<file path="src/rtl/sync_fifo_flags_if.sv">
// Handshake and status bundle between a producer/consumer and the sync_fifo_flags buffer.
interface sync_fifo_flags_if #(
  parameter int DATA_WIDTH = 41,
  parameter int ADDR_WIDTH = 4
);
  logic                  wr_en;
  logic [DATA_WIDTH-1:0] wr_data;
  logic                  rd_en;
  logic                  flush;
  logic                  clr_err;
  logic [DATA_WIDTH-1:0] rd_data;
  logic                  rd_valid;
  logic                  full;
  logic                  empty;
  logic                  almost_full;
  logic                  almost_empty;
  logic [ADDR_WIDTH:0]   level;
  logic                  overflow;
  logic                  underflow;

  modport master (
    output wr_en, wr_data, rd_en, flush, clr_err,
    input  rd_data, rd_valid, full, empty, almost_full, almost_empty,
           level, overflow, underflow
  );

  modport slave (
    input  wr_en, wr_data, rd_en, flush, clr_err,
    output rd_data, rd_valid, full, empty, almost_full, almost_empty,
           level, overflow, underflow
  );
endinterface

</file>
<file path="src/rtl/sync_fifo_flags.sv">
// Single-clock FIFO with FWFT/standard read, programmable almost flags,
// occupancy output, synchronous flush and sticky overflow/underflow.
module sync_fifo_flags #(
  parameter int DATA_WIDTH   = 41,
  parameter int ADDR_WIDTH   = 4,
  parameter int FWFT         = 1,
  parameter int AFULL_LEVEL  = 12,
  parameter int AEMPTY_LEVEL = 2
) (
  input  logic               clk,
  input  logic               rst_n,
  sync_fifo_flags_if.slave   bus
);

  localparam int DEPTH = 1 << ADDR_WIDTH;
  localparam logic [ADDR_WIDTH:0] L_DEPTH  = (ADDR_WIDTH+1)'(DEPTH);
  localparam logic [ADDR_WIDTH:0] L_AFULL  = (ADDR_WIDTH+1)'(AFULL_LEVEL);
  localparam logic [ADDR_WIDTH:0] L_AEMPTY = (ADDR_WIDTH+1)'(AEMPTY_LEVEL);
  localparam logic [ADDR_WIDTH:0] L_ONE    = (ADDR_WIDTH+1)'(1);

  logic [DATA_WIDTH-1:0] r_mem [DEPTH];
  logic [ADDR_WIDTH:0]   r_wr_ptr;
  logic [ADDR_WIDTH:0]   r_rd_ptr;
  logic [ADDR_WIDTH:0]   r_level;
  logic                  r_full;
  logic                  r_empty;
  logic                  r_afull;
  logic                  r_aempty;
  logic                  r_ovf;
  logic                  r_udf;

  logic                  w_wr_acc;
  logic                  w_rd_acc;
  logic                  w_ovf_set;
  logic                  w_udf_set;
  logic [ADDR_WIDTH:0]   w_level_next;
  logic [ADDR_WIDTH:0]   w_ptr_diff;
  logic [ADDR_WIDTH-1:0] w_wr_addr;
  logic [ADDR_WIDTH-1:0] w_rd_addr;

  // Flush dominates both requests: no accept and no error event that cycle.
  always_comb begin
    w_wr_acc     = bus.wr_en & ~r_full  & ~bus.flush;
    w_rd_acc     = bus.rd_en & ~r_empty & ~bus.flush;
    w_ovf_set    = bus.wr_en &  r_full  & ~bus.flush;
    w_udf_set    = bus.rd_en &  r_empty & ~bus.flush;
    w_level_next = r_level;
    if (bus.flush)
      w_level_next = '0;
    else if (w_wr_acc && !w_rd_acc)
      w_level_next = r_level + L_ONE;
    else if (!w_wr_acc && w_rd_acc)
      w_level_next = r_level - L_ONE;
  end

  assign w_wr_addr  = r_wr_ptr[ADDR_WIDTH-1:0];
  assign w_rd_addr  = r_rd_ptr[ADDR_WIDTH-1:0];
  assign w_ptr_diff = r_wr_ptr - r_rd_ptr;

  always_ff @(posedge clk or negedge rst_n) begin
    if (!rst_n) begin
      r_wr_ptr <= '0;
      r_rd_ptr <= '0;
    end else if (bus.flush) begin
      r_wr_ptr <= '0;
      r_rd_ptr <= '0;
    end else begin
      if (w_wr_acc) r_wr_ptr <= r_wr_ptr + L_ONE;
      if (w_rd_acc) r_rd_ptr <= r_rd_ptr + L_ONE;
    end
  end

  // Flags come straight from the next level so they are glitch-free registers.
  always_ff @(posedge clk or negedge rst_n) begin
    if (!rst_n) begin
      r_level  <= '0;
      r_full   <= 1'b0;
      r_empty  <= 1'b1;
      r_afull  <= 1'b0;
      r_aempty <= 1'b1;
      r_ovf    <= 1'b0;
      r_udf    <= 1'b0;
    end else begin
      r_level  <= w_level_next;
      r_full   <= (w_level_next == L_DEPTH);
      r_empty  <= (w_level_next == '0);
      r_afull  <= (w_level_next >= L_AFULL);
      r_aempty <= (w_level_next <= L_AEMPTY);
      r_ovf    <= w_ovf_set | (r_ovf & ~bus.clr_err);
      r_udf    <= w_udf_set | (r_udf & ~bus.clr_err);
    end
  end

  always_ff @(posedge clk) begin
    if (w_wr_acc) r_mem[w_wr_addr] <= bus.wr_data;
  end

  always_ff @(posedge clk) begin
    if (rst_n) assert (w_ptr_diff == r_level);
  end

  assign bus.full         = r_full;
  assign bus.empty        = r_empty;
  assign bus.almost_full  = r_afull;
  assign bus.almost_empty = r_aempty;
  assign bus.level        = r_level;
  assign bus.overflow     = r_ovf;
  assign bus.underflow    = r_udf;

  generate
    if (FWFT != 0) begin : g_fwft
      assign bus.rd_valid = ~r_empty;
      assign bus.rd_data  = r_empty ? '0 : r_mem[w_rd_addr];
    end else begin : g_std
      logic                  r_rd_valid;
      logic [DATA_WIDTH-1:0] r_rd_data;

      always_ff @(posedge clk or negedge rst_n) begin
        if (!rst_n) begin
          r_rd_valid <= 1'b0;
          r_rd_data  <= '0;
        end else begin
          r_rd_valid <= w_rd_acc;
          if (w_rd_acc) r_rd_data <= r_mem[w_rd_addr];
        end
      end

      assign bus.rd_valid = r_rd_valid;
      assign bus.rd_data  = r_rd_data;
    end
  endgenerate

endmodule

</file>
<file path="src/flat_wrapper.sv">
// flat-port wrapper written by rule: the top's interface ports become plain ports
module sync_fifo_flags_flat 
#(
  parameter int DATA_WIDTH   = 41,
  parameter int ADDR_WIDTH   = 4,
  parameter int FWFT         = 1,
  parameter int AFULL_LEVEL  = 12,
  parameter int AEMPTY_LEVEL = 2
)
  (clk, rst_n, bus_wr_en, bus_wr_data, bus_rd_en, bus_flush, bus_clr_err, bus_rd_data, bus_rd_valid, bus_full, bus_empty, bus_almost_full, bus_almost_empty, bus_level, bus_overflow, bus_underflow);
  sync_fifo_flags_if #(.DATA_WIDTH(DATA_WIDTH), .ADDR_WIDTH(ADDR_WIDTH)) bus_i ();
  input  logic clk;
  input  logic rst_n;
  input wire logic [$bits(bus_i.wr_en)-1:0] bus_wr_en;
  input wire logic [$bits(bus_i.wr_data)-1:0] bus_wr_data;
  input wire logic [$bits(bus_i.rd_en)-1:0] bus_rd_en;
  input wire logic [$bits(bus_i.flush)-1:0] bus_flush;
  input wire logic [$bits(bus_i.clr_err)-1:0] bus_clr_err;
  output wire logic [$bits(bus_i.rd_data)-1:0] bus_rd_data;
  output wire logic [$bits(bus_i.rd_valid)-1:0] bus_rd_valid;
  output wire logic [$bits(bus_i.full)-1:0] bus_full;
  output wire logic [$bits(bus_i.empty)-1:0] bus_empty;
  output wire logic [$bits(bus_i.almost_full)-1:0] bus_almost_full;
  output wire logic [$bits(bus_i.almost_empty)-1:0] bus_almost_empty;
  output wire logic [$bits(bus_i.level)-1:0] bus_level;
  output wire logic [$bits(bus_i.overflow)-1:0] bus_overflow;
  output wire logic [$bits(bus_i.underflow)-1:0] bus_underflow;
  assign bus_i.wr_en = bus_wr_en;
  assign bus_i.wr_data = bus_wr_data;
  assign bus_i.rd_en = bus_rd_en;
  assign bus_i.flush = bus_flush;
  assign bus_i.clr_err = bus_clr_err;
  assign bus_rd_data = bus_i.rd_data;
  assign bus_rd_valid = bus_i.rd_valid;
  assign bus_full = bus_i.full;
  assign bus_empty = bus_i.empty;
  assign bus_almost_full = bus_i.almost_full;
  assign bus_almost_empty = bus_i.almost_empty;
  assign bus_level = bus_i.level;
  assign bus_overflow = bus_i.overflow;
  assign bus_underflow = bus_i.underflow;
  sync_fifo_flags #(.DATA_WIDTH(DATA_WIDTH), .ADDR_WIDTH(ADDR_WIDTH), .FWFT(FWFT), .AFULL_LEVEL(AFULL_LEVEL), .AEMPTY_LEVEL(AEMPTY_LEVEL)) u_core (.clk(clk), .rst_n(rst_n), .bus(bus_i));
endmodule
</file>
<file path="config.mk">
export PLATFORM = sky130hd
export DESIGN_NAME = sync_fifo_flags_flat
export DESIGN_NICKNAME = d
export VERILOG_FILES = /design/src/rtl/sync_fifo_flags_if.sv /design/src/rtl/sync_fifo_flags.sv /design/src/flat_wrapper.sv
export SDC_FILE = /design/constraint.sdc
export NUM_CORES = 1
export LEC_CHECK = 0
export BUFFER_PORTS_ARGS = -buffer_cell sky130_fd_sc_hd__buf_4
export CAP_MARGIN = 20
export CORE_MARGIN = 4
export CORE_UTILIZATION = 44
export CTS_CLUSTER_DIAMETER = 30
export DETAILED_ROUTE_END_ITERATION = 8
export GPL_TIMING_DRIVEN = 0
export HOLD_SLACK_MARGIN = 0.06
export PLACE_DENSITY = 0.62
export SLEW_MARGIN = 40
export SYNTH_ARGS = -nofsm -noshare
export SYNTH_HDL_FRONTEND = slang
export SYNTH_SLANG_ARGS = --single-unit
</file>
<file path="constraint.sdc">
create_clock -name clk -period 4.59 [get_ports clk]
set_clock_uncertainty 0.15 [all_clocks]
set_input_delay 0.918 -clock clk [delete_from_list [all_inputs] [get_ports clk]]
set_output_delay 0.918 -clock clk [all_outputs]
set_load 0.05 [all_outputs]
</file>
### Word level (Yosys, flattened, before mapping)

Memories as Yosys holds them, arrays and structs flattened.
Cells that the tools add are included.

| word-level totals | value |
|---|---|
| register bits | 21 |
| memories kept | 1 |
| memory bits (writable) | 656 |
| output and inout port bits | 53 |

Memory list:

| name | words | bits a word | read ports | clocked after memory_dff | wr ports | RTL line | RTL |
|---|---|---|---|---|---|---|---|
| u_core.r_mem | 16 | 41 | 1 | 0 | 1 | sync_fifo_flags.sv:21 | `logic [DATA_WIDTH-1:0] r_mem [DEPTH];` |

| cells by class | value |
|---|---|
| equality and inequality tests | 1 |
| add/sub/neg operators | 4 |
| order comparisons | 2 |
| bitwise logic cells | 16 |
| multiplexer cells | 10 |
| reduce and logical (&&, ||, !) cells | 7 |

Operator list:

| kind | count |
|---|---|
| 41-bit 2-to-1 mux | 1 |
| 5-bit 2-to-1 mux | 7 |
| 5-bit by 1-bit adder with 5-bit output, second input constant | 3 |
| 1-bit bitwise AND | 10 |
| 5-bit == test, second input constant | 1 |
| 5-bit by 4-bit >= comparator with 1-bit output, second input constant | 1 |
| 5-bit by 2-bit less-or-equal comparator with 1-bit output, second input constant | 1 |
| 5-bit logical NOT | 1 |
| 5-bit by 1-bit subtractor with 5-bit output, second input constant | 1 |
| 1-bit inverter | 4 |
| 2-bit nonzero test | 2 |
| 1-bit logical AND | 2 |
| 1-bit logical NOT | 2 |
| 1-bit 2-to-1 mux | 2 |
| 1-bit OR | 2 |

### Logic depth before layout (Yosys ltp)

| logic depth | value |
|---|---|
| word-level depth | 9 |
| depth in mapped cells | 7 |
| depth with buffers taken out | 7 |

### Worst setup path after synthesis

Ideal clock, no wire load.

| path | value |
|---|---|
| path kind | input port to flip-flop |
| from | in bus_wr_en |
| to | mem u_core.r_mem[0][0], enable pin |
| stages on the path | 4 |
| path slack | -375 ps |
| data arrival time | 4324 ps |
| data required time | 3950 ps |
| cells stage by stage | or2b_1 nor2_1 nand2_1 nor3_1 |

| on the way | value |
|---|---|
| cells in the longest elaborated chain, start to end | 4 |

Ends and longest elaborated chain:

| element | RTL line | RTL |
|---|---|---|
| start: declaration | flat_wrapper.sv:14 | `input wire logic [$bits(bus_i.wr_en)-1:0] bus_wr_en;` |
| 1-bit bitwise AND (2 in series) | sync_fifo_flags.sv:43 | `w_wr_acc = bus.wr_en & ~r_full & ~bus.flush;` |
| 1-bit 2-to-1 mux | sync_fifo_flags.sv:95 | `if (w_wr_acc) r_mem[w_wr_addr] <= bus.wr_data;` |
| 1-bit 2-to-1 mux (not written as such) | sync_fifo_flags.sv:95 |  |
| end: declaration | sync_fifo_flags.sv:21 |  |

Every way passes these cells.

### Final worst setup path

| path | value |
|---|---|
| from | reg u_core.r_rd_ptr[1] |
| to | out bus_rd_data[0] |

| on the way | value |
|---|---|
| cells in the longest elaborated chain, start to end | 2 |

Ends and longest elaborated chain:

| element | RTL line | RTL |
|---|---|---|
| start: declaration | sync_fifo_flags.sv:23 | `logic [ADDR_WIDTH:0] r_rd_ptr;` |
| start signal: assignment | sync_fifo_flags.sv:69 | `if (w_rd_acc) r_rd_ptr <= r_rd_ptr + L_ONE;` |
| memory 16 x 41 bit | -- |  |
| 41-bit 2-to-1 mux | sync_fifo_flags.sv:113 | `assign bus.rd_data = r_empty ? '0 : r_mem[w_rd_addr];` |
| end: declaration | flat_wrapper.sv:19 | `output wire logic [$bits(bus_i.rd_data)-1:0] bus_rd_data;` |

Every way passes these cells.

==> impl_metrics.ini <==
[grt]
grt_util_all_layers_pct = 19.3
grt_pass1_vias = 13800
overflow = 0
grt_pass1_wl_um = 88700
antenna_found_initial = 2
grt_max_degree = 20

[clocking]
cts_max_path_buffers = 3
cts_resized = 0
cts-hold-fix-buffers = 1
numCtsBuffers = 133
cts_tree = done
htreeDepth = 4
cts-root-buf = clkbuf_16
cts_setup_buffers = 0
cts.sinks = 675
clock_latency_ns = 0.69
clk_pin_slew_ns = 0.04

[sta]
fin_ws_ns = 0.171
fmax_mhz = 226
tightest_slew_ns = 0.881
slew_violations = 0
setup_viol = 0
rsz0062_at_grt = no
finalCriticalPeriod_ns = 4.42
tns_ns = 0
relSlewSlack_pct = 41.3
post-route-period-util_pct = 96.3
finalHoldViolCount = 0

[placement]
dp_slack_ns = 0.788
io_buffers = 99
hpwlAfterDp_um = 38200
place.gp.congestion = 0.722
dp.cells = 2058

[setup_path]
cp_slowest_stage_delay_ns = 0.67
critPathTopFamily = buffers and inverters
critical_path.max_fanout = 10
path_cells = buf_2, buf_1, mux4_2, mux2i_1, o22ai_1, buf_4
cp_slowest_cell = buf_1
crit_start = u_core.r_rd_ptr[1]
critPathBufInv = 3
worst-endpoint-required_ns = 3.52
reg2reg_from = u_core.bus.full
cp-start-kind = flip-flop
worstPathArrival_ns = 3.35
critPathCaptureType = output port
crit_type = flip-flop to output port

[synthesis]
postSynthAreaPerCell_um2 = 22.9
synth_ff_type = edfxtp_1
synth.distinct_cells = 49
async_flop_share_pct = 2.81
synth-seq-area-share_pct = 77.7
netlist_area_um2 = 26000
synth_nets = 1186
synth_edf_count = 656
synthCells = 1132
yosysWarnings = 0
ys_ff_latch = 675

[floorplanning]
dieArea_um2 = 63000
dieWidth_um = 251
ioPinCount = 100
initial_core_util_pct = 44.7
fp.coreArea_um2 = 58000
die_h_um = 251
fp-row-count = 88

[layout]
drive_gt1_share_pct = 39.0
n_fill_cell = 4176
nets = 1483
final_util_pct = 57.5
final_cell_mix = edfxtp_1 (656), mux4_2 (164), clkbuf_16 (134), buf_4 (126), mux2i_1 (82)
layout_commonest_cell = edfxtp_1
fin_cells = 2301
syn2layout_area_growth_pct = 28.4

[power]
ir_drop_uv = 369
total_power_mw = 19.0
power.leakage_nw = 10.8
powerDensity_nw_per_um2 = 569

[flow_run]
max_cap_violations = 0

[route]
via_per_inst = 5.52
wl_per_cell_um = 26.0
drt_iter0_drc = 1064
route.detailed.drc = 0
vias = 12700
drtAntennaViolNets = 0
drtPass1Iterations = 7
finalWirelength_um = 59700

[worst_hold_path]
hold_class = input pin to flip-flop
min-delay-start = bus_clr_err

[status]
status = complete, no violations
[where the power goes]
group | switching [mW] | leakage [nW] | internal (mW)
clock network | 3.20 | 2.11 | 6.18
registers | 0.0531 | 6.16 | 6.86
logic | 1.62 | 2.56 | 1.07
[cell type report]
type	count	area [um2]	area share, %
Tap cell	765	957	2.87
Buffer	61	330	0.991
Timing Repair Buffer	162	1850	5.54
Clock buffer	149	3410	10.2
Clock inverter	92	1030	3.09
Inverter	7	26.3	0.0788
Sequential cell	675	20200	60.5
Multi-Input combinational cell	389	5560	16.7
Antenna cell	1	2.50	0.00751
[kinds of logic (layout without fill, tap and decap cells)]
group                    Yosys count  count (layout)  share of synthesized area (%)
adder cells (fa/ha/maj)            7               7                          0.337
buffers and inverters             68             471                           1.34
AO/OA/AOI/OAI                     54              54                           1.33
multiplexers                     249             249                           17.5
XOR/XNOR                           7               7                          0.236
other                              0               1                              0
AND/OR/NAND/NOR                   72              72                           1.49
flip-flops                       675             675                           77.7
[worst paths after layout]
check	to	slack, ns	cells after the start
setup / recovery	bus_rd_data[0]	0.17	6
hold / removal	u_core.bus.overflow	0.28	2
setup reg to reg	u_core.r_mem[2][19]	1.38	8
hold reg to reg	u_core.bus.overflow	0.40	2
max in group asynchronous	u_core.bus.empty	3.51	2
min in group asynchronous	u_core.r_wr_ptr[0]	0.51	2
[routing by layer]
metal	GRT usage, %	up-vias	share of wire (%)
met2	32.3	449	51
met3	5.19	120	6.2
met5	0	-	0.022
met1	24.5	6683	40
met4	6.83	2	2.6
li1	-	5441	-
[state kept, by name, summed over array words and instances (netlist names)]
name                     flops
u_core.r_wr_ptr              4
u_core.r_mem               656
u_core.bus.overflow          1
u_core.r_rd_ptr              4
u_core.bus.full              1
u_core.bus.empty             1
u_core.bus.almost_empty      1
u_core.bus.underflow         1
u_core.bus.level             5
u_core.bus.almost_full       1
[Yosys cell counts, drive strengths merged (2+ instances only)]
library cell  count  area share [%]
xnor2             3            0.10
mux2              3            0.16
a21oi             3           0.058
ha                7            0.34
nor3             10            0.21
buf              40            0.90
nor4              3           0.072
clkbuf           21            0.34
o22ai            42             1.0
mux4            164              14
dfrtp            17             1.6
nand4             2           0.048
dfstp             2            0.20
nand2            13            0.19
nand2b            3           0.082
mux2i            82             3.2
and3              2           0.067
xor2              4            0.13
inv               7            0.10
and2b             3           0.096
o21ai             2           0.039
edfxtp          656              76
nor2             28            0.44
[through the flow]
step / hold slack (ns) / area [um2]
floorplan: 0.368 / 26000
finish: 0.276 / 33300
CTS: 0.229 / 33300
global route: 0.263 / 33300
global placement: 0.372 / 27700
detailed placement: 0.374 / 28900
Power figures use the tool's default switching activity.
